**src/rtl/lpc_io_target_if.sv**
```systemverilog
// LPC I/O target bus bundle: LPC pin side (LFRAME#, LAD split into in/out/oe)
// plus the register-file access port. The host/register-file model uses the
// master modport, the target uses the slave modport.
interface lpc_io_target_if;
  logic       LFRAME_N;
  logic [3:0] LadIn;
  logic [3:0] LadOut;
  logic       LadOe;
  logic [7:0] RdData;
  logic [7:0] Addr;
  logic       Wr;
  logic [7:0] DataWrSW;

  modport master (
    output LFRAME_N, LadIn, RdData,
    input  LadOut, LadOe, Addr, Wr, DataWrSW
  );

  modport slave (
    input  LFRAME_N, LadIn, RdData,
    output LadOut, LadOe, Addr, Wr, DataWrSW
  );
endinterface

```
**src/rtl/lpc_io_target.sv**
```systemverilog
// LPC I/O-cycle target. Decodes 1-byte I/O reads and writes that hit a
// 32-byte window at BASE_ADDR, drives the register-file port (Addr, Wr,
// DataWrSW) and returns RdData to the host over LAD. Every output is a flop
// loaded with the value it must carry in the following LPC clock.
module lpc_io_target #(
  parameter logic [15:0] BASE_ADDR = 16'h0800
) (
  input  logic              LpcClock,
  input  logic              PciReset,
  lpc_io_target_if.slave    bus
);

  typedef enum logic [2:0] {
    S_IDLE,
    S_CYC,
    S_ADDR,
    S_WDATA,
    S_HTAR,
    S_SYNC,
    S_RDATA,
    S_PTAR
  } state_t;

  state_t      state_q,    state_d;
  logic [1:0]  cnt_q,      cnt_d;       // nibble / clock index inside a state
  logic        dir_q,      dir_d;       // 1 = I/O write, 0 = I/O read
  logic [15:0] ioaddr_q,   ioaddr_d;
  logic [7:0]  addr_q,     addr_d;
  logic [7:0]  data_q,     data_d;
  logic [7:0]  rbuf_q,     rbuf_d;
  logic [3:0]  lad_out_q,  lad_out_d;
  logic        lad_oe_q,   lad_oe_d;
  logic        wr_q,       wr_d;

  // Next-state and next-output decode; outputs are computed for the clock
  // that follows the edge, so they land exactly in the cycle they belong to.
  always_comb begin
    // NOTE: every variable gets a default first so no path leaves one
    // unassigned, which would otherwise infer a latch.
    state_d   = state_q;
    cnt_d     = cnt_q;
    dir_d     = dir_q;
    ioaddr_d  = ioaddr_q;
    addr_d    = addr_q;
    data_d    = data_q;
    rbuf_d    = rbuf_q;
    lad_out_d = lad_out_q;
    lad_oe_d  = 1'b0;   // LAD is only driven where a state below says so
    wr_d      = 1'b0;   // Wr is a single-clock strobe

    if (!bus.LFRAME_N) begin
      // START wins in every state: the last LFRAME# sample decides, and any
      // cycle in progress (including a pending Wr) is abandoned.
      state_d = (bus.LadIn == 4'h0) ? S_CYC : S_IDLE;
      cnt_d   = 2'd0;
    end else begin
      unique case (state_q)
        S_IDLE: begin
          cnt_d = 2'd0;
        end

        S_CYC: begin
          // 0000 = I/O read, 0010 = I/O write (bit 0 is reserved).
          if (bus.LadIn[3:2] == 2'b00) begin
            dir_d   = bus.LadIn[1];
            state_d = S_ADDR;
          end else begin
            state_d = S_IDLE;
          end
          cnt_d = 2'd0;
        end

        S_ADDR: begin
          ioaddr_d = {ioaddr_q[11:0], bus.LadIn};
          cnt_d    = cnt_q + 2'd1;
          if (cnt_q == 2'd3) begin
            cnt_d = 2'd0;
            if (ioaddr_d[15:5] == BASE_ADDR[15:5]) begin
              addr_d  = {3'b000, ioaddr_d[4:0]};
              state_d = dir_q ? S_WDATA : S_HTAR;
            end else begin
              state_d = S_IDLE;
            end
          end
        end

        S_WDATA: begin
          if (cnt_q == 2'd0) begin
            data_d[3:0] = bus.LadIn;
            cnt_d       = 2'd1;
          end else begin
            data_d[7:4] = bus.LadIn;
            cnt_d       = 2'd0;
            state_d     = S_HTAR;
          end
        end

        S_HTAR: begin
          if (cnt_q == 2'd0) begin
            cnt_d = 2'd1;
          end else begin
            // Last host-turnaround clock: Addr has been stable for a clock,
            // so the register file's RdData is valid to capture now.
            if (!dir_q) begin
              rbuf_d = bus.RdData;
            end
            cnt_d     = 2'd0;
            state_d   = S_SYNC;
            lad_oe_d  = 1'b1;
            lad_out_d = 4'h0;   // SYNC ready
            wr_d      = dir_q;
          end
        end

        S_SYNC: begin
          lad_oe_d = 1'b1;
          cnt_d    = 2'd0;
          if (dir_q) begin
            state_d   = S_PTAR;
            lad_out_d = 4'hF;
          end else begin
            state_d   = S_RDATA;
            lad_out_d = rbuf_q[3:0];
          end
        end

        S_RDATA: begin
          lad_oe_d = 1'b1;
          if (cnt_q == 2'd0) begin
            lad_out_d = rbuf_q[7:4];
            cnt_d     = 2'd1;
          end else begin
            lad_out_d = 4'hF;
            cnt_d     = 2'd0;
            state_d   = S_PTAR;
          end
        end

        S_PTAR: begin
          // First PTAR clock drove F; the second floats LAD, then idle.
          if (cnt_q == 2'd0) begin
            cnt_d = 2'd1;
          end else begin
            cnt_d   = 2'd0;
            state_d = S_IDLE;
          end
        end

        default: begin
          state_d = S_IDLE;
          cnt_d   = 2'd0;
        end
      endcase
    end
  end

  // State and output registers; async reset returns all outputs at once.
  always_ff @(posedge LpcClock or negedge PciReset) begin
    if (!PciReset) begin
      state_q   <= S_IDLE;
      cnt_q     <= 2'd0;
      dir_q     <= 1'b0;
      ioaddr_q  <= 16'h0000;
      addr_q    <= 8'h00;
      data_q    <= 8'h00;
      rbuf_q    <= 8'h00;
      lad_out_q <= 4'hF;
      lad_oe_q  <= 1'b0;
      wr_q      <= 1'b0;
    end else begin
      // NOTE: non-blocking assignments so every flop samples pre-edge values.
      state_q   <= state_d;
      cnt_q     <= cnt_d;
      dir_q     <= dir_d;
      ioaddr_q  <= ioaddr_d;
      addr_q    <= addr_d;
      data_q    <= data_d;
      rbuf_q    <= rbuf_d;
      lad_out_q <= lad_out_d;
      lad_oe_q  <= lad_oe_d;
      wr_q      <= wr_d;
    end
  end

  assign bus.LadOut   = lad_out_q;
  assign bus.LadOe    = lad_oe_q;
  assign bus.Addr     = addr_q;
  assign bus.Wr       = wr_q;
  assign bus.DataWrSW = data_q;

endmodule

```
**src/flat_wrapper.sv**
```systemverilog
// flat-port wrapper written by rule: the top's interface ports become plain ports
module lpc_io_target_flat 
#(
  parameter logic [15:0] BASE_ADDR = 16'h0800
)
  (LpcClock, PciReset, bus_LFRAME_N, bus_LadIn, bus_RdData, bus_LadOut, bus_LadOe, bus_Addr, bus_Wr, bus_DataWrSW);
  lpc_io_target_if bus_i ();
  input  logic LpcClock;
  input  logic PciReset;
  input wire logic [$bits(bus_i.LFRAME_N)-1:0] bus_LFRAME_N;
  input wire logic [$bits(bus_i.LadIn)-1:0] bus_LadIn;
  input wire logic [$bits(bus_i.RdData)-1:0] bus_RdData;
  output wire logic [$bits(bus_i.LadOut)-1:0] bus_LadOut;
  output wire logic [$bits(bus_i.LadOe)-1:0] bus_LadOe;
  output wire logic [$bits(bus_i.Addr)-1:0] bus_Addr;
  output wire logic [$bits(bus_i.Wr)-1:0] bus_Wr;
  output wire logic [$bits(bus_i.DataWrSW)-1:0] bus_DataWrSW;
  assign bus_i.LFRAME_N = bus_LFRAME_N;
  assign bus_i.LadIn = bus_LadIn;
  assign bus_i.RdData = bus_RdData;
  assign bus_LadOut = bus_i.LadOut;
  assign bus_LadOe = bus_i.LadOe;
  assign bus_Addr = bus_i.Addr;
  assign bus_Wr = bus_i.Wr;
  assign bus_DataWrSW = bus_i.DataWrSW;
  lpc_io_target #(.BASE_ADDR(BASE_ADDR)) u_core (.LpcClock(LpcClock), .PciReset(PciReset), .bus(bus_i));
endmodule
```
**config.mk**
```make
export PLATFORM = sky130hd
export DESIGN_NAME = lpc_io_target_flat
export DESIGN_NICKNAME = d
export VERILOG_FILES = /design/src/rtl/lpc_io_target_if.sv /design/src/rtl/lpc_io_target.sv /design/src/flat_wrapper.sv
export SDC_FILE = /design/constraint.sdc
export NUM_CORES = 1
export LEC_CHECK = 0
export CORE_UTILIZATION = 51
export CTS_CLUSTER_DIAMETER = 40
export DETAILED_ROUTE_END_ITERATION = 10
export PLACE_DENSITY = 0.78
export SLEW_MARGIN = 30
export SYNTH_ARGS = -nofsm -noshare
export SYNTH_HDL_FRONTEND = slang
export SYNTH_SLANG_ARGS = --single-unit
```
**constraint.sdc**
```tcl
create_clock -name LpcClock -period 1.9 [get_ports LpcClock]
set_input_delay 0.285 -clock LpcClock [delete_from_list [all_inputs] [get_ports LpcClock]]
set_output_delay 0.285 -clock LpcClock [all_outputs]
set_load 0.01 [all_outputs]
```
==> results of run 1 <==
state kept, by name, indices dropped and copies added (netlist names):
name                 flops
u_core.bus.LadOe         1
u_core.rbuf_q            8
u_core.state_q           3
u_core.bus.Addr          5
u_core.bus.LadOut        4
u_core.bus.Wr            1
u_core.bus.DataWrSW      8
u_core.cnt_q             2
u_core.dir_q             1
u_core.ioaddr_q         12
synthesized netlist by cell type, types with 2 or more instances:
library cell	number	area, µm²
dfrtp_1	41	1030
mux2_2	37	417
o21ai_0	11	55.1
nand2_1	8	30.0
buf_2	5	25.0
inv_1	5	18.8
dfstp_2	4	105
nor2_1	4	15.0
buf_4	3	22.5
nor3_1	3	15.0
nor4_1	3	18.8
a21oi_1	2	10.0
and3_1	2	12.5
and3b_1	2	17.5
clkbuf_1	2	7.51
ha_1	2	25.0
nor4b_1	2	17.5
o31ai_1	2	15.0
what timing repair did:
action	CTS	global route
setup endpoints to repair	0	18
endpoints found under the hold margin	18	0
hold buffers	1	0
resized for setup	0	3
final cells by class:
cell class / count / area (µm²)
flip-flops and latches: 45 / 1130
fillers: 280 / 1160
repair buffers: 45 / 443
clock buffers: 7 / 76.3
multi-input cells: 99 / 847
inverters: 5 / 18.8
well taps: 48 / 60.1
clock inverters: 1 / 7.51
layer usage:
metal  vias up  global-route usage, %
li1        646                      -
met1       691                   24.9
met2        57                   39.1
met3         6                   5.99
met4         0                   7.07
met5         -                      0
worst min path at each step:
stage	end	startpoint	cells after the start	slack (ns)
6_report	u_core.rbuf_q[0]$_DFFE_PN0P_	PciReset	2	0.51
4_1_cts	u_core.rbuf_q[4]$_DFFE_PN0P_	u_core.rbuf_q[4]$_DFFE_PN0P_	1	0.51
3_3_place_gp	u_core.rbuf_q[0]$_DFFE_PN0P_	PciReset	1	0.30
5_1_grt	u_core.bus.DataWrSW[1]$_DFFE_PN0P_	u_core.bus.DataWrSW[1]$_DFFE_PN0P_	1	0.53
2_1_floorplan	u_core.bus.Addr[0]$_DFFE_PN0P_	PciReset	0	-0.01
3_5_place_dp	u_core.rbuf_q[2]$_DFFE_PN0P_	PciReset	1	0.30
kinds of logic after synthesis:
logic type                 synth area share [%]
buffers and inverters                      3.64
muxes                                      20.5
other                                     0.185
and+or+nand+nor                            10.5
DFF                                        55.8
adders and majority gates                  1.23
AOI/OAI and AO/OA                          8.14
power by group through the flow:
| stage | clock [mW] | sequential, mW | combinational [mW] |
|---|---|---|---|
| after CTS | 0.580 | 1.02 | 0.147 |
| after detailed placement | 0 | 1.04 | 0.144 |
| after global routing | 0.610 | 1.02 | 0.163 |
| after floorplan | 0 | 1.02 | 0.0787 |
| after global placement | 0 | 1.03 | 0.140 |
| final | 0.552 | 1.02 | 0.147 |
==> results.json, run 1 <==
{
  "status": "complete, no violations",
  "avgSynthCellArea_um2": 12.9,
  "max_stage_delay_ns": 0.40,
  "hold_class": "input port to async pin",
  "die_h_um": 65.1,
  "syn_area_um2": 2030,
  "avgRoutedWirePerCell_um": 16.1,
  "die_w_um": 65.1,
  "dp_slack_ns": 0.0648,
  "cts_max_level": 2,
  "seqPwrFrac_pct": 59.3,
  "fin_crit_ns": 1.77,
  "drive_above_1_share_pct": 32.7,
  "vias": 1400,
  "cts_inserted_buffers": 5,
  "cts_num_sinks": 45,
  "ys_ff_latch": 45,
  "maxSlewHeadroom_pct": 63.6,
  "finalPower_mw": 1.72,
  "grt_pass1_vias": 1464,
  "cellLeakagePower_nw": 1.20,
  "ys_warn_count": 0,
  "worst_path_max_delay_cell": "dfrtp_1",
  "num_rows": 22,
  "p_sw_uw": 393,
  "cts_root_buf": "clkbuf_8",
  "drv_cap": 0,
  "layout_common_cells": "41 x dfrtp_1, 37 x mux2_2, 32 x clkdlybuf4s50_1, 11 x o21ai_0, 9 x buf_4",
  "vdd_ir_drop_max_v": 0.000526,
  "track_usage_pct": 21.8,
  "synthCells": 157,
  "skew_ns": 0.0111,
  "grt_max_degree": 24,
  "worstSetupEndpoint": "u_core.bus.Addr[2]$_DFFE_PN0P_",
  "cts_setup_buffers": 0,
  "async_flop_share_pct": 100,
  "drt_wl_total_mm": 4.02,
  "crit_chain": "nor4_1 > and3_1 > and4_2 > mux2_2",
  "critPathLaunchType": "register",
  "initial_core_util_pct": 54.2,
  "cp.depth": 4,
  "hold_slack_ns": 0.511,
  "avgViaCountPerCell": 5.60,
  "tritoncts": "yes",
  "drv_slew": 0,
  "numPortBuffers": 33,
  "p_int_mw": 1.32,
  "route.met2.wl_mm": 2.02,
  "cp_top_family": "simple AND/OR/NAND/NOR gates",
  "clock_path_buffers": 2,
  "ys.flop_type": "dfrtp_1",
  "fin_ws_ns": 0.134,
  "wl_met3_um": 278,
  "rr_startpoint": "u_core.ioaddr_q[2]$_DFFE_PN0N_",
  "antennaDiodeCount": 0,
  "grt_overflow": 0,
  "highest_layer": "met4",
  "pwr-share-comb_pct": 8.5,
  "grt_pass1_wl_mm": 6.77,
  "finalInstanceArea_um2": 2580,
  "coreArea_um2": 3740,
  "hpwl_mm": 2.94,
  "worstPathMaxFanout": 5,
  "powerDensity_nw_per_um2": 665,
  "worst_pin_slew_ns": 0.546,
  "path_class": "register to register",
  "mostFrequentLayoutCell": "dfrtp_1",
  "ys_types": 37,
  "drt_iter0_markers": 43,
  "fmax_ghz": 0.566,
  "placed_area_um2": 2470,
  "rsz0062_at_grt": "no",
  "crit_buf_inv": 0,
  "setup_tns_ns": 0,
  "io_pins": 37,
  "finalSetupViolations": 0,
  "ant_nets": 0,
  "drt_pass1_iterations": 4,
  "reg2reg_slack_ns": 0.13,
  "final_nets": 218,
  "placedCellCount": 241,
  "utilization_pct": 69.0,
  "period_share_pct": 92.9,
  "rr_endpoint": "u_core.bus.Addr[2]$_DFFE_PN0P_",
  "arrival_ns": 1.94,
  "area.growth.synth_to_final_pct": 27.4,
  "clk_pin_slew_ns": 0.08,
  "gp_congestion": 0.895,
  "finalNonFillerCells": 250,
  "final_hold_viol_count": 0,
  "r2r_cells": 4,
  "wl_met1_mm": 1.68,
  "end_kind": "register",
  "drc": 0,
  "required_ns": 2.08,
  "worstSkewPairLatency_ns": 0.29,
  "seq_area_frac_synth_pct": 55.8,
  "worstSetupStartpoint": "u_core.ioaddr_q[2]$_DFFE_PN0N_",
  "synth_edf_count": 0,
  "swShare_pct": 22.9,
  "clock_power_share_pct": 32.1,
  "grt_antenna_before_repair": 0,
  "dieArea_um2": 4230
}
No activity file was read; power rests on OpenSTA's default activity.
==> run 2, diff against run 1 <==
CORE_MARGIN = 10   (was default)
==> run 2 against run 1 <==
Net effect:
- critical endpoint is now u_core.bus.Addr[4]$_DFFE_PN0P_
- clock skew shrank 0.0068 ns
- global-route usage down 8.8 points
- core utilization decreased by 0.57 points
- largest power group unchanged
- sequential power hardly changed
- cell count decreased by 1.2%
==> results.json, run 2 (synthesized netlist as in run 1, its figures left out) <==
{
  "clock_path_buffers": 2,
  "cellLeakagePower_nw": 1.20,
  "setup_tns_ns": 0,
  "finalPower_mw": 1.85,
  "dieArea_um2": 6900,
  "drv_slew": 0,
  "skew_ns": 0.00435,
  "cts_setup_buffers": 0,
  "rr_endpoint": "u_core.bus.Addr[4]$_DFFE_PN0P_",
  "drt_wl_total_mm": 4.24,
  "period_share_pct": 93.8,
  "fmax_ghz": 0.561,
  "rr_startpoint": "u_core.state_q[0]$_DFFE_PN0P_",
  "grt_max_degree": 46,
  "vias": 1379,
  "placed_area_um2": 2450,
  "coreArea_um2": 3740,
  "mostFrequentLayoutCell": "dfrtp_1",
  "rsz0062_at_grt": "no",
  "critPathLaunchType": "register",
  "numPortBuffers": 33,
  "cts_resized": 0,
  "hpwl_mm": 3.12,
  "num_rows": 22,
  "avgRoutedWirePerCell_um": 17.2,
  "finalSetupViolations": 0,
  "drt_iter0_markers": 86,
  "cts_max_level": 2,
  "worst_path_max_delay_cell": "dfrtp_1",
  "end_kind": "register",
  "grt_antenna_before_repair": 0,
  "avgViaCountPerCell": 5.58,
  "gp_congestion": 0.894,
  "worstPathMaxFanout": 12,
  "required_ns": 2.08,
  "grt_pass1_wl_mm": 7.68,
  "powerDensity_nw_per_um2": 720,
  "reg2reg_slack_ns": 0.12,
  "die_h_um": 83.1,
  "ant_nets": 0,
  "placedCellCount": 240,
  "cts_root_buf": "clkbuf_8",
  "layout_common_cells": "41 x dfrtp_1, 37 x mux2_2, 32 x clkdlybuf4s50_1, 11 x o21ai_0, 9 x buf_4",
  "path_class": "register to register",
  "drv_cap": 0,
  "vdd_ir_drop_max_v": 0.000490,
  "cts_inserted_buffers": 5,
  "area.growth.synth_to_final_pct": 26.3,
  "max_stage_delay_ns": 0.52,
  "worstSkewPairLatency_ns": 0.30,
  "cts_num_sinks": 45,
  "antennaDiodeCount": 0,
  "worst_pin_slew_ns": 0.545,
  "track_usage_pct": 13.0,
  "hold_class": "input port to async pin",
  "final_nets": 216,
  "die_w_um": 83.1,
  "drive_above_1_share_pct": 33.2,
  "hold_buffers": 0,
  "fin_crit_ns": 1.78,
  "utilization_pct": 68.4,
  "clk_pin_slew_ns": 0.08,
  "crit_chain": "nor3b_4 > and4_1 > mux2_2",
  "regMostFlops": "u_core.ioaddr_q",
  "io_pins": 37,
  "initial_core_util_pct": 54.2,
  "tritoncts": "yes",
  "drt_pass1_iterations": 4,
  "finalInstanceArea_um2": 2560,
  "r2r_cells": 3,
  "arrival_ns": 1.96,
  "finalNonFillerCells": 247,
  "maxSlewHeadroom_pct": 63.7,
  "grt_pass1_vias": 1567,
  "status": "complete, no violations",
  "drc": 0,
  "final_hold_viol_count": 0,
  "largest_reg_flops": 12,
  "grt_overflow": 0
}
[run 2: layout make-up]
type	count	area [µm²]
clock buffer	5	68.8
clock inverter	2	35.0
fill	280	1180
inverter	5	18.8
multi-input combinational	99	836
sequential	45	1130
tap	48	60.1
timing repair buffer	43	413
[run 2: how the worst max path moves through the flow]
stage / from / endpoint / slack, ns / cells after the start
finish: u_core.state_q[0]$_DFFE_PN0P_ / u_core.bus.Addr[4]$_DFFE_PN0P_ / 0.12 / 3
global route: u_core.ioaddr_q[3]$_DFFE_PN0N_ / u_core.bus.Addr[0]$_DFFE_PN0P_ / 0.01 / 4
global placement: bus_LFRAME_N / u_core.bus.DataWrSW[0]$_DFFE_PN0P_ / 0.08 / 5
floorplan: u_core.cnt_q[0]$_DFF_PN0_ / u_core.bus.DataWrSW[4]$_DFFE_PN0P_ / 0.14 / 6
detailed placement: bus_LFRAME_N / u_core.bus.DataWrSW[7]$_DFFE_PN0P_ / 0.06 / 5
CTS: u_core.cnt_q[0]$_DFF_PN0_ / u_core.bus.DataWrSW[7]$_DFFE_PN0P_ / 0.06 / 7
[run 2: layer usage]
metal	track usage [%]	wire, µm	part of all wire, %
met5	0	0	0
met4	3.69	50	1.2
met3	5.08	263	6.2
met2	20.9	2030	48
met1	15.6	1890	45
[run 2: power by group]
group | leakage (nW) | switching, mW | internal [mW]
logic | 0.538 | 0.0678 | 0.0725
clock network | 0.0540 | 0.306 | 0.382
registers | 0.603 | 0.0312 | 0.986
[run 2: stage by stage]
step                setup WS (ns)  hold WS, ns
floorplan                   0.137      -0.0106
global placement           0.0843        0.387
detailed placement         0.0562        0.392
CTS                        0.0575       0.0695
global route              0.00962       0.0962
finish                      0.118       0.0491
[run 2: critical path, delay by kind of cell (launching register included)]
| kind | cells | cell delay (ns) |
|---|---|---|
| mux | 1 | 0.37 |
| flops | 1 | 0.52 |
| simple gates | 2 | 0.77 |
